<file path="src/rtl/mdu_pkg.sv">
// Shared constants for the RV64M multiply/divide unit: funct3 encodings,
// FSM state type, operand widths and the word sign-extension helper.
package mdu_pkg;

  localparam int XLEN = 64;
  localparam int WLEN = 32;

  localparam logic [2:0] OP_MUL    = 3'b000;
  localparam logic [2:0] OP_MULH   = 3'b001;
  localparam logic [2:0] OP_MULHSU = 3'b010;
  localparam logic [2:0] OP_MULHU  = 3'b011;
  localparam logic [2:0] OP_DIV    = 3'b100;
  localparam logic [2:0] OP_DIVU   = 3'b101;
  localparam logic [2:0] OP_REM    = 3'b110;
  localparam logic [2:0] OP_REMU   = 3'b111;

  typedef enum logic [1:0] {
    IDLE = 2'd0,
    CALC = 2'd1,
    DONE = 2'd2
  } state_t;

  function automatic logic [XLEN-1:0] sext_word(input logic [WLEN-1:0] x);
    return {{(XLEN-WLEN){x[WLEN-1]}}, x};
  endfunction

endpackage

</file>
<file path="src/rtl/mdu_iter.sv">
// One radix-2 step on the 128-bit working register: shift-add for multiply,
// shift/trial-subtract (restoring) for divide.
import mdu_pkg::*;

module mdu_iter (
  input  logic            i_is_div,
  input  logic [127:0]    i_work,
  input  logic [XLEN-1:0] i_opnd,
  output logic [127:0]    o_work
);

  logic [XLEN:0]   w_sum;
  logic [XLEN:0]   w_rem_sh;
  logic            w_ge;
  logic [XLEN-1:0] w_diff;

  assign w_sum    = {1'b0, i_work[127:64]} + {1'b0, i_opnd};
  // The shifted partial remainder can momentarily need 65 bits.
  assign w_rem_sh = i_work[127:63];
  assign w_ge     = (w_rem_sh >= {1'b0, i_opnd});
  assign w_diff   = w_rem_sh[XLEN-1:0] - i_opnd;

  // Select the step for the active operation class.
  always_comb begin
    o_work = i_work;
    if (i_is_div) begin
      if (w_ge) begin
        o_work = {w_diff, i_work[62:0], 1'b1};
      end else begin
        o_work = {w_rem_sh[XLEN-1:0], i_work[62:0], 1'b0};
      end
    end else begin
      if (i_work[0]) begin
        o_work = {w_sum, i_work[63:1]};
      end else begin
        o_work = {1'b0, i_work[127:1]};
      end
    end
  end

endmodule

</file>
<file path="src/rtl/mdu.sv">
// Iterative RV64M multiply/divide unit with valid/ready on both sides and flush.
// Define MDU_WORD_OPS_EN to honour word_i (MULW/DIVW/DIVUW/REMW/REMUW).
import mdu_pkg::*;

module mdu #(
  parameter int DATA_WIDTH = 64
) (
  input  logic                  clk_i,
  input  logic                  rst_n_i,
  input  logic                  valid_i,
  output logic                  ready_o,
  input  logic [2:0]            op_i,
  input  logic                  word_i,
  input  logic [DATA_WIDTH-1:0] alu_A_i,
  input  logic [DATA_WIDTH-1:0] alu_B_i,
  input  logic                  flush_i,
  output logic                  valid_o,
  input  logic                  ready_i,
  output logic [DATA_WIDTH-1:0] result_o,
  output logic                  busy_o
);

  state_t          r_state, w_state_nxt;
  logic [2:0]      r_op;
  logic            r_word, r_neg, r_valid;
  logic [6:0]      r_cnt;
  logic [127:0]    r_work, w_iter;
  logic [XLEN-1:0] r_opnd, r_result;

  logic            w_word, w_a_sgn, w_b_sgn, w_a_neg, w_b_neg, w_neg;
  logic            w_is_div, w_is_rem, w_b_zero, w_ovf, w_fast, w_last;
  logic [2:0]      w_op;
  logic [XLEN-1:0] w_a_ext, w_b_ext, w_a_abs, w_b_abs, w_fast_raw, w_fast_res;
  logic [XLEN-1:0] w_q, w_r, w_dsel, w_dres, w_calc_res;
  logic [127:0]    w_prod;

`ifdef MDU_WORD_OPS_EN
  assign w_word = word_i;
`else
  logic w_unused_word;
  assign w_unused_word = word_i;
  assign w_word        = 1'b0;
`endif

  // Word-mode funct3 001..011 collapse onto MULW.
  assign w_op     = (w_word && !op_i[2]) ? OP_MUL : op_i;
  assign w_is_div = w_op[2];
  assign w_is_rem = w_op[1];
  assign w_a_sgn  = (w_op == OP_MULH) || (w_op == OP_MULHSU) || (w_op == OP_DIV) || (w_op == OP_REM);
  assign w_b_sgn  = (w_op == OP_MULH) || (w_op == OP_DIV) || (w_op == OP_REM);

  assign w_a_ext = w_word ? (w_a_sgn ? sext_word(alu_A_i[31:0]) : {32'd0, alu_A_i[31:0]}) : alu_A_i;
  assign w_b_ext = w_word ? (w_b_sgn ? sext_word(alu_B_i[31:0]) : {32'd0, alu_B_i[31:0]}) : alu_B_i;
  assign w_a_neg = w_a_sgn & w_a_ext[XLEN-1];
  assign w_b_neg = w_b_sgn & w_b_ext[XLEN-1];
  assign w_a_abs = w_a_neg ? (64'd0 - w_a_ext) : w_a_ext;
  assign w_b_abs = w_b_neg ? (64'd0 - w_b_ext) : w_b_ext;
  // Remainder takes the dividend's sign; everything else the operand XOR.
  assign w_neg   = (w_is_div && w_is_rem) ? w_a_neg : (w_a_neg ^ w_b_neg);

  assign w_b_zero   = (w_b_ext == 64'd0);
  assign w_ovf      = w_is_div && !w_op[0] && (w_b_ext == 64'hFFFF_FFFF_FFFF_FFFF) &&
                      (w_a_ext == (w_word ? 64'hFFFF_FFFF_8000_0000 : 64'h8000_0000_0000_0000));
  assign w_fast     = w_is_div && (w_b_zero || w_ovf);
  assign w_fast_raw = w_b_zero ? (w_is_rem ? w_a_ext : 64'hFFFF_FFFF_FFFF_FFFF)
                               : (w_is_rem ? 64'd0   : w_a_ext);
  assign w_fast_res = w_word ? sext_word(w_fast_raw[31:0]) : w_fast_raw;

  mdu_iter u_iter (
    .i_is_div (r_op[2]),
    .i_work   (r_work),
    .i_opnd   (r_opnd),
    .o_work   (w_iter)
  );

  assign w_last = (r_cnt == (r_word ? 7'd31 : 7'd63));
  assign w_prod = r_neg ? (128'd0 - w_iter) : w_iter;
  assign w_q    = r_word ? {32'd0, w_iter[31:0]}  : w_iter[63:0];
  assign w_r    = r_word ? {32'd0, w_iter[95:64]} : w_iter[127:64];
  assign w_dsel = r_op[1] ? w_r : w_q;
  assign w_dres = r_neg ? (64'd0 - w_dsel) : w_dsel;

  // Result assembled on the edge that performs the final iteration.
  always_comb begin
    w_calc_res = w_prod[127:64];
    if (r_op[2]) begin
      w_calc_res = r_word ? sext_word(w_dres[31:0]) : w_dres;
    end else if (r_op == OP_MUL) begin
      w_calc_res = r_word ? sext_word(w_iter[63:32]) : w_prod[63:0];
    end else begin
      w_calc_res = w_prod[127:64];
    end
  end

  // State register.
  always_ff @(posedge clk_i or negedge rst_n_i) begin
    if (!rst_n_i) begin
      r_state <= IDLE;
    end else begin
      r_state <= w_state_nxt;
    end
  end

  // Next-state logic; flush outranks every other input.
  always_comb begin
    w_state_nxt = r_state;
    if (flush_i) begin
      w_state_nxt = IDLE;
    end else begin
      case (r_state)
        IDLE:    w_state_nxt = valid_i ? (w_fast ? DONE : CALC) : IDLE;
        CALC:    w_state_nxt = w_last ? DONE : CALC;
        DONE:    w_state_nxt = ready_i ? IDLE : DONE;
        default: w_state_nxt = IDLE;
      endcase
    end
  end

  // Operand capture, iteration and result/valid registers.
  always_ff @(posedge clk_i or negedge rst_n_i) begin
    if (!rst_n_i) begin
      r_op     <= 3'd0;
      r_word   <= 1'b0;
      r_neg    <= 1'b0;
      r_cnt    <= 7'd0;
      r_work   <= 128'd0;
      r_opnd   <= 64'd0;
      r_result <= 64'd0;
      r_valid  <= 1'b0;
    end else if (flush_i) begin
      r_valid <= 1'b0;
    end else begin
      case (r_state)
        IDLE: begin
          if (valid_i) begin
            r_op   <= w_op;
            r_word <= w_word;
            r_neg  <= w_neg;
            r_cnt  <= 7'd0;
            r_opnd <= w_is_div ? w_b_abs : w_a_abs;
            r_work <= (w_is_div && w_word) ? {64'd0, w_a_abs[31:0], 32'd0}
                                           : {64'd0, (w_is_div ? w_a_abs : w_b_abs)};
            if (w_fast) begin
              r_result <= w_fast_res;
              r_valid  <= 1'b1;
            end
          end
        end
        CALC: begin
          r_work <= w_iter;
          r_cnt  <= r_cnt + 7'd1;
          if (w_last) begin
            r_result <= w_calc_res;
            r_valid  <= 1'b1;
          end
        end
        DONE: begin
          if (ready_i) begin
            r_valid <= 1'b0;
          end
        end
        default: r_valid <= 1'b0;
      endcase
    end
  end

  assign ready_o  = (r_state == IDLE);
  assign busy_o   = (r_state != IDLE);
  assign valid_o  = r_valid;
  assign result_o = r_result;

endmodule

</file>
<file path="config.mk">
export PLATFORM = sky130hd
export DESIGN_NAME = mdu
export DESIGN_NICKNAME = d
export VERILOG_FILES = /design/src/rtl/mdu_pkg.sv /design/src/rtl/mdu_iter.sv /design/src/rtl/mdu.sv
export SDC_FILE = /design/constraint.sdc
export NUM_CORES = 2
export LEC_CHECK = 0
export ABC_AREA = 1
export BUFFER_PORTS_ARGS = -buffer_cell sky130_fd_sc_hd__buf_4
export CAP_MARGIN = 25
export CELL_PAD_IN_SITES_DETAIL_PLACEMENT = 0
export CELL_PAD_IN_SITES_GLOBAL_PLACEMENT = 1
export CORE_MARGIN = 3
export CORE_UTILIZATION = 35
export DETAILED_ROUTE_END_ITERATION = 8
export PLACE_DENSITY = 0.68
export SLEW_MARGIN = 0
export SYNTH_ARGS = -nofsm -noshare
export SYNTH_HDL_FRONTEND = slang
export SYNTH_SLANG_ARGS = --single-unit
</file>
<file path="constraint.sdc">
create_clock -name clk_i -period 8.35 [get_ports clk_i]
set_input_delay 0.4175 -clock clk_i [delete_from_list [all_inputs] [get_ports clk_i]]
set_output_delay 0.4175 -clock clk_i [all_outputs]
set_load 0.01 [all_outputs]
</file>
==> summary.txt <==
Timing
  – Setup violators final: 0
  – Final period util: 0.851
  – Relative slew slack: 0.197
  – Clock Skews: 0.0466 ns
  – Fin. Hold Viols: 0
  – Final Max Tran Viols: 0
  – Slew @ Worst Pin: ~1.2 ns
  – Post-Route Setup TNS: 0 ns
  – RSZ-0062 raised after global routing: false
  – Max Freq: around 0.14 GHz
  – Final worst path period need: approximately 7.1 ns
  – Final hold slack: 0.118 ns

Global routing
  – Vias in the first global route: roughly 47000
  – First-pass GRT wire length: 355 mm
  – GRT overflow: 0
  – Initial antenna violation count: 11
  – GRT Util Overall: 0.422
  – Largest net degree at the start of global routing: approximately 120

Clocking
  – Postcts setup bufs: 0
  – CTS tree: done
  – Sink Count: 270
  – Clk root buf: clkbuf_16
  – Clock transition at path regs: 0.07 ns
  – Later-pin clock latency in the skew report: 0.64 ns
  – Post-cts sizing count: 0
  – Post-CTS Hold Buffers: 2
  – Num CTS Buffers: 39
  – Clock Tree Buf Depth: 3
  – H-tree lvl count: 2

Routing
  – Routed vias/inst: 5.68
  – WL per Instance: 28.6 um
  – Final WL: 259 mm
  – # DRC: 0
  – Routed vias: 51299
  – ANT nets after route: 0
  – DRT Pass-1 Iters: 6
  – Starting DRT DRC Count: 6313

Min path
  – Worst hold stages: 3
  – Hold Path Sink: r_state[1]$_DFF_PN0_
  – Hold crit path type: in -> reg
  – Hold Startpoint: ready_i

Setup path
  – Crit start category: flop
  – CP arrival: 7.59 ns
  – Setup crit end kind: flop
  – Worst Path Max Fanout: 15
  – CP peak stage delay: 0.67 ns
  – Worst path slowest cell: nor4_1
  – Cell mode on critical path: nand2_1
  – Reg2Reg Setup Slack: 1.24 ns
  – Reg2reg start: r_work[123]$_DFFE_PN0P_
  – R2R cell count: 29
  – CP Class: reg -> reg
  – Worst flop-to-flop path endpoint: result_o[58]$_DFFE_PN0P_
  – WP data required: 8.83 ns

Power
  – PnR Total Power: ~18000 uW
  – Lkg Pwr: 0.0230 uW
  – PwrDens: about 410 mW/mm2
  – Peak supply drop: 0.000257 V

Logic synthesis
  – Largest cells by area after synthesis: nand2_1 (22%), dfrtp_1 (17%), inv_1 (11%)
  – Share of the synthesized area in the top cell type: 0.219
  – Count of cell types in the netlist: 64
  – EDFF count, synth: 0
  – Area leader, netlist: nand2_1
  – Asr flop ratio synth: 1.00
  – Main flop type after synthesis: dfrtp_1
  – Ys Warns: 0
  – Mapped Avg Cell Area: 5.42 um2
  – Most numerous cell in the Yosys netlist: nand2_1
  – Mapped Area: between 0.04 and 0.05 mm2
  – Register area share after synthesis: 0.168
  – Synth Instances: 7408
  – Synth cell count leaders: nand2_1 (2346), inv_1 (1133), nor2_1 (813), nand3_1 (617), a21oi_1 (418)
  – Syn nets: between 7000 and 8000
  – #FFs+latches synth: 270

Finish
  – Synth-to-layout area growth: 11.5%
  – Design area: 0.0448 mm2
  – Final nets: between 7000 and 8000
  – Layout cell share with drive strength beyond 1: 0.0719
  – Non-Filler Instances: 9037

Floorplan
  – Core box area: 0.113 mm2
  – IO Pins: 204
  – Die area: between 0.1 and 0.15 mm2
  – Die Wd: ~340 um
  – Die Y: roughly 340 um
  – Starting Density: 0.355
  – Cell row count: 123

Placed design
  – Post-Place Cells: 8952
  – DPL Wire Length: 216 mm
  – I/O Buffers: between 200 and 250
  – GPL Wtd Cong: 1.08
  – Post-DP Area: 0.0433 mm2

Run status
  – Outcome: finished, final reports clean

Job
  – Maxcap violations: 0
[where the power goes]
part | internal, uW | switching [uW] | total, uW
logic | 3670 | 10400 | 14100
registers | 1700 | 600 | 2300
clock network | 1100 | 764 | 1860
total | 6470 | 11800 | 18200
[flip-flops by register name, summed over array words and instances (netlist names)]
register  count
result_o     64
r_neg         1
r_opnd       64
r_state       2
r_work      128
r_cnt         7
valid_o       1
r_op          3
[cells by family after synthesis]
kind of cell | share of synthesized area
and+or+nand+nor | 0.433
xor gates and xnor gates | 0.0465
buffers and inverters | 0.138
AOI/OAI and AO/OA | 0.170
adders and majority gates | 0.0445
DFF | 0.168
[per-layer routing]
metal / up-vias / part of all wire / global-route usage
li1: 23913 / - / -
met1: 24213 / 0.41 / 0.546
met2: 2658 / 0.41 / 0.619
met3: 513 / 0.093 / 0.0872
met4: 2 / 0.089 / 0.312
met5: - / 0.000042 / 0.000408
[metrics by stage]
step / util / setup WS (ns)
2_1_floorplan: - / 4.23
3_3_place_gp: 0.383 / 1.55
3_5_place_dp: 0.383 / 1.48
4_1_cts: 0.395 / 1.46
5_1_grt: 0.396 / 1.06
6_report: 0.396 / 1.24
[cells in the final DEF (no fill, tap or decap), types with 34 or more instances in the layout]
cell type and count:
o21ai_1 62, nand2_1 2345, dfrtp_1 266, o211ai_1 49
o221ai_1 37, a22oi_1 43, nand3_1 615, o22ai_1 66
buf_4 310, clkbuf_16 40, nor4_1 41, a21oi_1 418
nand3b_1 34, nor3_1 93, o21ai_0 396, nand4_1 85
xor2_1 154, a31oi_1 43, ha_1 134, xnor2_1 59
inv_1 1128, nor2_1 810
[critical path, delay by kind of cell (launching register included)]
kind                     cells  cell delay, ns
buffers and inverters        2            0.36
flip-flops                   1            0.43
adder cells (fa/ha/maj)      2            0.61
AND/OR/NAND/NOR             21            4.40
AO/OA/AOI/OAI                4            1.13
[layout make-up]
| type | count | area (um2) |
|---|---|---|
| diodes | 11 | 27.5 |
| clock buffers | 52 | 1120 |
| clock inverters | 18 | 251 |
| fillers | 13054 | 68300 |
| inverters | 1152 | 4330 |
| multi-input cells | 5714 | 27900 |
| flip-flops and latches | 270 | 6770 |
| well taps | 1500 | 1880 |
| repair buffers | 320 | 2480 |
[worst max-delay path by stage]
stage               slack, ns  depth (start not counted)               startpoint                  endpoint
finish                   1.24                         29  r_work[123]$_DFFE_PN0P_  result_o[58]$_DFFE_PN0P_
global route             1.06                         30  r_work[123]$_DFFE_PN0P_  result_o[38]$_DFFE_PN0P_
CTS                      1.46                         28  r_work[123]$_DFFE_PN0P_  result_o[34]$_DFFE_PN0P_
detailed placement       1.48                         28  r_work[123]$_DFFE_PN0P_  result_o[34]$_DFFE_PN0P_
global placement         1.55                         28  r_work[123]$_DFFE_PN0P_  result_o[34]$_DFFE_PN0P_
floorplan                4.23                         32  r_work[119]$_DFFE_PN0P_  result_o[40]$_DFFE_PN0P_
Note: power is estimated with default switching activity, not from simulation.
